$ cat src/rtl/mnist_frame_streamer.sv
// mnist_frame_streamer: streams ROM images to the mnist_cnn classifier and scores its decisions against a label ROM
module mnist_frame_streamer #(
  parameter int PIXEL_W = 8,
  parameter int IMG_W = 28,
  parameter int IMG_H = 28,
  parameter int NUM_IMG = 100,
  parameter int ADDR_W = 17,
  parameter int CLASS_W = 4,
  parameter int TIMEOUT = 4096,
  localparam int PIX = IMG_W * IMG_H,
  localparam int LA_W = NUM_IMG > 1 ? $clog2(NUM_IMG) : 1,
  localparam int CNT_W = $clog2(NUM_IMG + 1)
) (
  input  logic               clk,
  input  logic               rst,
  input  logic               start,
  output logic               mem_en,
  output logic [ADDR_W-1:0]  mem_addr,
  input  logic [PIXEL_W-1:0] mem_rdata,
  output logic               lbl_en,
  output logic [LA_W-1:0]    lbl_addr,
  input  logic [CLASS_W-1:0] lbl_rdata,
  output logic [PIXEL_W-1:0] pixel,
  output logic               pixel_valid,
  input  logic               pixel_ready,
  output logic               cnn_rst,
  input  logic [CLASS_W-1:0] decision,
  input  logic               valid_out,
  output logic               result_valid,
  output logic [CLASS_W-1:0] result_class,
  output logic [CLASS_W-1:0] result_label,
  output logic               result_match,
  output logic [CNT_W-1:0]   img_index,
  output logic [CNT_W-1:0]   correct_count,
  output logic               busy,
  output logic               done,
  output logic               timeout_err,
  output logic               proto_err
);
  localparam int PW = $clog2(PIX + 1);
  localparam int TW = $clog2(TIMEOUT + 1);

  typedef enum logic [2:0] {IDLE, CLR, STREAM, WAIT_RES, LABEL, NEXT, DONE} state_t;

  state_t state, state_n;
  logic [PW-1:0] fetch_cnt, sent_cnt;
  logic [TW-1:0] tcnt;
  logic [ADDR_W-1:0] base;
  logic [PIXEL_W-1:0] f0, f1, head;
  logic [1:0] fc;
  logic rd_v, pop, last, res_v, to_hit, tflag, match, hit, start_run;
  logic [CLASS_W-1:0] cls, lbl;

  // returning ROM word bypasses the FIFO when it is empty, so the first pixel is valid the cycle it returns
  assign head = fc != 2'd0 ? f0 : mem_rdata;
  assign pixel_valid = state == STREAM && (fc != 2'd0 || rd_v);
  assign pixel = pixel_valid ? head : '0;
  assign pop = pixel_valid && pixel_ready;
  assign last = pop && sent_cnt == PW'(PIX - 1);
  assign to_hit = state == WAIT_RES && !valid_out && tcnt == TW'(TIMEOUT - 1);
  assign mem_en = state == STREAM && fetch_cnt < PW'(PIX) && fc + {1'b0, rd_v} < 2'd2;
  assign mem_addr = base + ADDR_W'(fetch_cnt);
  assign lbl_en = state == WAIT_RES && (valid_out || to_hit);
  assign lbl_addr = LA_W'(img_index);
  assign cnn_rst = rst || state == CLR;
  assign busy = state != IDLE;
  assign done = state == DONE;
  assign hit = !tflag && cls == lbl_rdata;
  assign start_run = state == IDLE && start;
  assign result_valid = res_v;
  assign result_class = cls;
  assign result_label = lbl;
  assign result_match = match;

  always_comb begin
    state_n = state;
    case (state)
      IDLE:     state_n = start ? CLR : IDLE;
      CLR:      state_n = STREAM;
      STREAM:   state_n = last ? WAIT_RES : STREAM;
      WAIT_RES: state_n = lbl_en ? LABEL : WAIT_RES;
      LABEL:    state_n = NEXT;
      NEXT:     state_n = img_index == CNT_W'(NUM_IMG - 1) ? DONE : CLR;
      DONE:     state_n = IDLE;
      default:  state_n = IDLE;
    endcase
  end

  always_ff @(posedge clk) begin
    if (rst) begin
      state <= IDLE;
      fetch_cnt <= '0;
      sent_cnt <= '0;
      tcnt <= '0;
      base <= '0;
      f0 <= '0;
      f1 <= '0;
      fc <= '0;
      rd_v <= 1'b0;
      res_v <= 1'b0;
      tflag <= 1'b0;
      cls <= '0;
      lbl <= '0;
      match <= 1'b0;
      img_index <= '0;
      correct_count <= '0;
      timeout_err <= 1'b0;
      proto_err <= 1'b0;
    end else begin
      state <= state_n;
      rd_v <= mem_en;
      res_v <= state == LABEL;
      fc <= state == CLR ? 2'd0 : fc + {1'b0, rd_v} - {1'b0, pop};
      f0 <= pop ? (fc == 2'd2 ? f1 : mem_rdata) : (fc == 2'd0 ? mem_rdata : f0);
      f1 <= !pop && fc == 2'd1 ? mem_rdata : f1;
      fetch_cnt <= state == CLR ? '0 : fetch_cnt + PW'(mem_en);
      sent_cnt <= state == CLR ? '0 : sent_cnt + PW'(pop);
      tcnt <= state == WAIT_RES ? tcnt + TW'(1) : '0;
      proto_err <= (proto_err && !start_run) || (valid_out && state != WAIT_RES);
      timeout_err <= (timeout_err && !start_run) || to_hit;
      if (start_run) begin
        img_index <= '0;
        correct_count <= '0;
        base <= '0;
      end
      if (lbl_en) begin
        cls <= valid_out ? decision : '0;
        tflag <= !valid_out;
      end
      if (state == LABEL) begin
        lbl <= lbl_rdata;
        match <= hit;
        correct_count <= correct_count + CNT_W'(hit);
      end
      if (state == NEXT) begin
        img_index <= img_index + CNT_W'(1);
        base <= base + ADDR_W'(PIX);
      end
    end
  end
endmodule
$ cat config.mk
export PLATFORM = sky130hd
export DESIGN_NAME = mnist_frame_streamer
export DESIGN_NICKNAME = d
export VERILOG_FILES = /design/src/rtl/mnist_frame_streamer.sv
export SDC_FILE = /design/constraint.sdc
export NUM_CORES = 1
export LEC_CHECK = 0
export BUFFER_PORTS_ARGS = -buffer_cell sky130_fd_sc_hd__buf_4
export CORE_ASPECT_RATIO = 0.7
export CORE_MARGIN = 4
export CORE_UTILIZATION = 40
export DETAILED_ROUTE_END_ITERATION = 16
export GPL_ROUTABILITY_DRIVEN = 1
export SLEW_MARGIN = 10
export SYNTH_ARGS = -nofsm -noshare
export SYNTH_HDL_FRONTEND = slang
export SYNTH_SLANG_ARGS = --single-unit
$ cat constraint.sdc
create_clock -name clk -period 2.3 [get_ports clk]
set_input_delay 0.46 -clock clk [delete_from_list [all_inputs] [get_ports clk]]
set_output_delay 0.46 -clock clk [all_outputs]
set_load 0.05 [all_outputs]
* Word-level counts from Yosys, hierarchy flattened
Index checks and enable logic that the tools add are counted.
** Word-level totals
- Register bits :: 99
- Input port bits :: 21
- Output and inout port bits :: 64
- Logic and storage cells :: 91
** Operators by class
- Add/subtract/negate cells :: 9
- Magnitude comparators :: 2
- Equality and inequality tests :: 13
- Multiplexer cells :: 16
- Bitwise operators :: 1
- Reductions and logical operators :: 32
** Operators by type and width (count)
- $mux W8 :: 5
- $mux W17 :: 2
- $mux W7 :: 3
- $add A10 B1 Y10 :: 2
- $pmux W3 S6 :: 1
- $add A17 B10 Y17 :: 1
- $add A17 B10 Y17 const B :: 1
- $logic_and A1 B1 Y1 :: 14
- $add A13 B1 Y13 const B :: 1
- $eq A13 B12 Y1 const B :: 1
- $eq A10 B10 Y1 const B :: 1
- $lt A10 B10 Y1 const B :: 1
- $eq A3 B3 Y1 const B :: 3
- $reduce_bool A2 Y1 :: 4
- $add A7 B1 Y7 :: 1
- $add A7 B1 Y7 const B :: 1
- $eq A7 B7 Y1 const B :: 1
- $eq A3 B2 Y1 const B :: 2
- $mux W3 :: 2
- $logic_or A1 B1 Y1 :: 5
- $eq A4 B4 Y1 :: 1
- $logic_not A1 Y1 :: 4
- $mux W4 :: 1
- $reduce_or A2 Y1 :: 2
- other kinds (12) :: 13

* Longest topological paths before layout
- Depth after elaboration :: 7
- Gate-level depth with buffers :: 9
- Depth with buffers taken out :: 9

* Worst setup path before layout
No wires, ideal clock.
- Path kind :: register -> register
- Start point :: reg fetch_cnt[7]
- End point :: reg fetch_cnt[8]
- Setup time :: 152 ps
- Data arrival time :: 3156 ps
- Required time :: 2148 ps
- Path slack :: -1008 ps
- Cell stages (with the launch flop) :: 8
- Path buffers :: 0
- Clock period less this slack :: 3308 ps
- Cell sequence :: dfxtp_1 or4_1 a311oi_1 ha_1 ha_1 nand4_1 xor2_1 nor2_1
** Between the ends
- Longest elaborated chain between the ends :: 4
** RTL lines
- start: declaration :: RTL line 46 : logic [PW-1:0] fetch_cnt, sent_cnt;
- start signal: assignment :: RTL line 116 : fetch_cnt <= state == CLR ? '0 : fetch_cnt + PW'(mem_en);
- $lt A10 B10 Y1 :: RTL line 61 : assign mem_en = state == STREAM && fetch_cnt < PW'(PIX) && fc + {1'b0, rd_v} < 2'd2;
- $logic_and A1 B1 Y1 (2 in series) :: RTL line 61
- via mem_en :: RTL line 17 : output logic mem_en,
- $add A10 B1 Y10 :: RTL line 116
The timed path passes the listed nets, and every way through them passes these cells.
A chain may end at the register's enable or synchronous reset.

* Worst setup path after layout
- Start point :: reg base[9]
- End point :: out mem_addr[14]
** Between the ends
- Longest elaborated chain between the ends :: 1
** RTL lines
- start: declaration :: RTL line 48 : logic [ADDR_W-1:0] base;
- start signal: assignment :: RTL line 137 : base <= base + ADDR_W'(PIX);
- $add A17 B10 Y17 :: RTL line 62 : assign mem_addr = base + ADDR_W'(fetch_cnt);
- end: declaration :: RTL line 18 : output logic [ADDR_W-1:0] mem_addr,
Every way passes these cells.

==> impl_metrics.yaml <==
route:
  detail_route.first_pass.iterations: 4
  routed_wl_um: 12100
  ant_nets: 0
  drcViolationCount: 0
  dr_total_vias: 4252
  drt_first_iter_violations: 217
  wl_per_cell_um: 14.6
  vias_per_cell: 5.15
global_routing:
  grt_pass1_wl_um: 20500
  grt-ovfl-total: 0
  antenna_found_initial: 0
  grt_max_degree: 33
  grt_usage_pct: 17.9
  grt_pass1_vias: 4142
logic_synthesis:
  ys.flop_type: "dfxtp_1"
  syn_area_sq_um: 4770
  yosysTopAreaCell: "dfxtp_1"
  ys_async_sr_fraction_pct: 0
  yosysWarnings: 0
  post_synth.cell_area_avg_sq_um: 8.51
  synthTopCellsByArea: "dfxtp_1 (40%), nor2_1 (6.5%), xor2_1 (4.6%), ha_1 (4.5%), a21oi_1 (4.1%)"
  syn-instance-count: 561
  ys_ff_latch: 95
  synth_cell_types: 57
  yosys-top-cells-count: "dfxtp_1 (95), nor2_1 (83), nand2_1 (52)"
  yosysTopAreaCellShare_pct: 39.9
  synth_nets: 599
  synth.most_common_cell: "dfxtp_1"
  yosysSeqAreaShare_pct: 39.9
  synth_enable_flop_cells: 0
final_layout:
  insertedDiodeCount: 0
  syn_to_final_growth_pct: 36.2
  drive_gt1_share_pct: 32.5
  nFillCells: 1043
  final_nets: 701
floorplanning:
  die_w_um: 139
  die-area_sq_um: 13800
  io_pins: 85
  die_h_um: 99.4
  core-area_sq_um: 11700
  initial_core_util_pct: 40.8
  rows: 33
hold_path:
  hold_path_class: "in -> reg"
timing:
  period_needed_ps: 2510
  tightest_slew_ps: 687
  clock.fmax_mhz: 398
  setup-violations-final: 10
  rsz0062_at_grt: "true"
  slew_headroom_pct: 54.2
  fin_worst_skew_ps: 5.22
  hold_ws_ps: 366
  finalCritPeriodShare_pct: 109
  setup_ws_ps: -214
  slew_viol_final: 0
  hold_viol: 0
cts:
  clk_path_buf_depth: 2
  cts_tree: "built"
  clkLatencyLatePin_ps: 340
  cts-buffers-inserted: 9
  cts_root_buf: "clkbuf_16"
  htreeDepth: 3
  cts.sink_count: 95
  cts.clk_slew.worst_paths_ps: 60
power:
  leakagePower_nw: 2.71
  fin_total_pwr_w: 0.00364
  peakVddDrop_mv: 0.380
  powerDensity_nw_per_um2: 560
setup_path:
  start_kind: "register"
  crit_family: "compound AO/OA/AOI/OAI gates"
  path_cells: "ha_4, a21o_1, a22o_4, o211ai_1, xnor2_4, buf_6"
  arrival_ps: 2050
  worstSetupPathType: "reg -> out"
  cp_slowest_stage_delay_ps: 360
  worstPathRequired_ps: 1840
  worstPathMaxFanout: 5
  path_buf_inv: 1
  cp-end-kind: "output pin"
  cpMaxStageDelayCell: "o211ai_1"
outcome:
  status: "complete, but fails checks"
  violations: "negative setup slack"
placement:
  gp_congestion: 0.781
  portBuffers: 84
  pre_cts_slack_ps: -119
  hpwl_um: 8680
job:
  maxCapViolCount: 0
## cells by family after synthesis
family	synth area share [%]
simple gates	24.7
fa+ha+maj	4.46
buf+inv	4.98
xor+xnor	7.89
compound gates	12.9
mux	5.22
flops	39.9
## worst reg2reg max path: cells and delay by family (launching register included)
kind / cells / cell delay, ps
simple gates: 4 / 900
buf+inv: 2 / 280
flops: 1 / 360
xor+xnor: 1 / 170
fa+ha+maj: 1 / 160
compound gates: 1 / 230
## path summary, 6_finish.rpt
| path | cells after the start | startpoint | to | slack [ps] |
|---|---|---|---|---|
| setup / recovery | 6 | base[9]$_SDFFE_PP0P_ | mem_addr[14] | -210 |
| hold / removal | 2 | valid_out | tflag$_SDFFE_PP0P_ | 370 |
| setup reg to reg | 9 | fetch_cnt[7]$_SDFF_PP0_ | fetch_cnt[9]$_SDFF_PP0_ | 130 |
| hold reg to reg | 1 | tcnt[0]$_SDFF_PP0_ | tcnt[0]$_SDFF_PP0_ | 430 |
## routing by layer
metal | up-vias | part of all wire (%) | wire length [um] | track usage (%)
met5 | - | 0 | 0 | 0
met4 | 0 | 0.67 | 81 | 4.33
met3 | 4 | 4.8 | 575 | 4.61
met2 | 88 | 44 | 5330 | 26.5
met1 | 1991 | 50 | 6100 | 26.2
li1 | 2169 | - | - | -
## state kept, by name, summed over array words and instances (netlist names), 4 cells and up
register	cells
f1	8
fetch_cnt	10
sent_cnt	10
base	13
img_index	7
correct_count	7
result_label	4
tcnt	13
f0	8
result_class	4
## timing repair
action,in CTS,in global routing
hold buffers,0,0
buffers inserted,7,1
endpoints found under the setup margin,11,22
pin swaps,16,11
resized for setup,41,22
## placed cells by master (no fill, tap or decap), types with 3 or more instances in the layout
cell and instances:
buf_4 115, nor2_1 80, dfxtp_1 79, nand2_1 51, a21oi_1 36, xor2_1 24
nand3_1 22, mux2i_1 17, dfxtp_2 14, buf_6 14, nand4_1 13, inv_1 12
xnor2_1 10, o21ai_0 10, a211oi_1 9, clkbuf_16 9, and3_1 8, ha_1 8
mux2_2 7, ha_4 7, and2_1 6, xnor2_2 6, nand3b_1 5, and4_1 5
nor3_1 5, or3_1 4, or2_2 4, nor3b_1 4, a32o_1 4, a21oi_2 3
o211ai_1 3, nor2_2 3, nand2b_1 3
## where the power goes
group,switching (W),total (W),internal [W]
Combinational,0.000198,0.000315,0.000117
Sequential,0.0000196,0.00169,0.00167
Clock,0.000626,0.00164,0.00101
Total,0.000844,0.00364,0.00280
## cell type report
type | instances | area [sq um] | area share (%)
Multi-Input combinational cell | 415 | 2960 | 45.6
Sequential cell | 95 | 1930 | 29.6
Timing Repair Buffer | 130 | 1040 | 15.9
Clock buffer | 11 | 253 | 3.89
Tap cell | 157 | 196 | 3.02
Clock inverter | 5 | 80.1 | 1.23
Inverter | 12 | 45.0 | 0.693
## stage by stage
stage	TNS [ps]	area [sq um]	std cells	utilization (%)
2_1_floorplan	-788	4910	561	-
3_3_place_gp	-350	5860	804	50.1
3_5_place_dp	-433	5860	804	50.1
4_1_cts	-1390	6410	826	54.9
5_1_grt	-2030	6500	825	55.6
6_report	-1140	6500	825	55.6
Power figures use the tool's default switching activity.
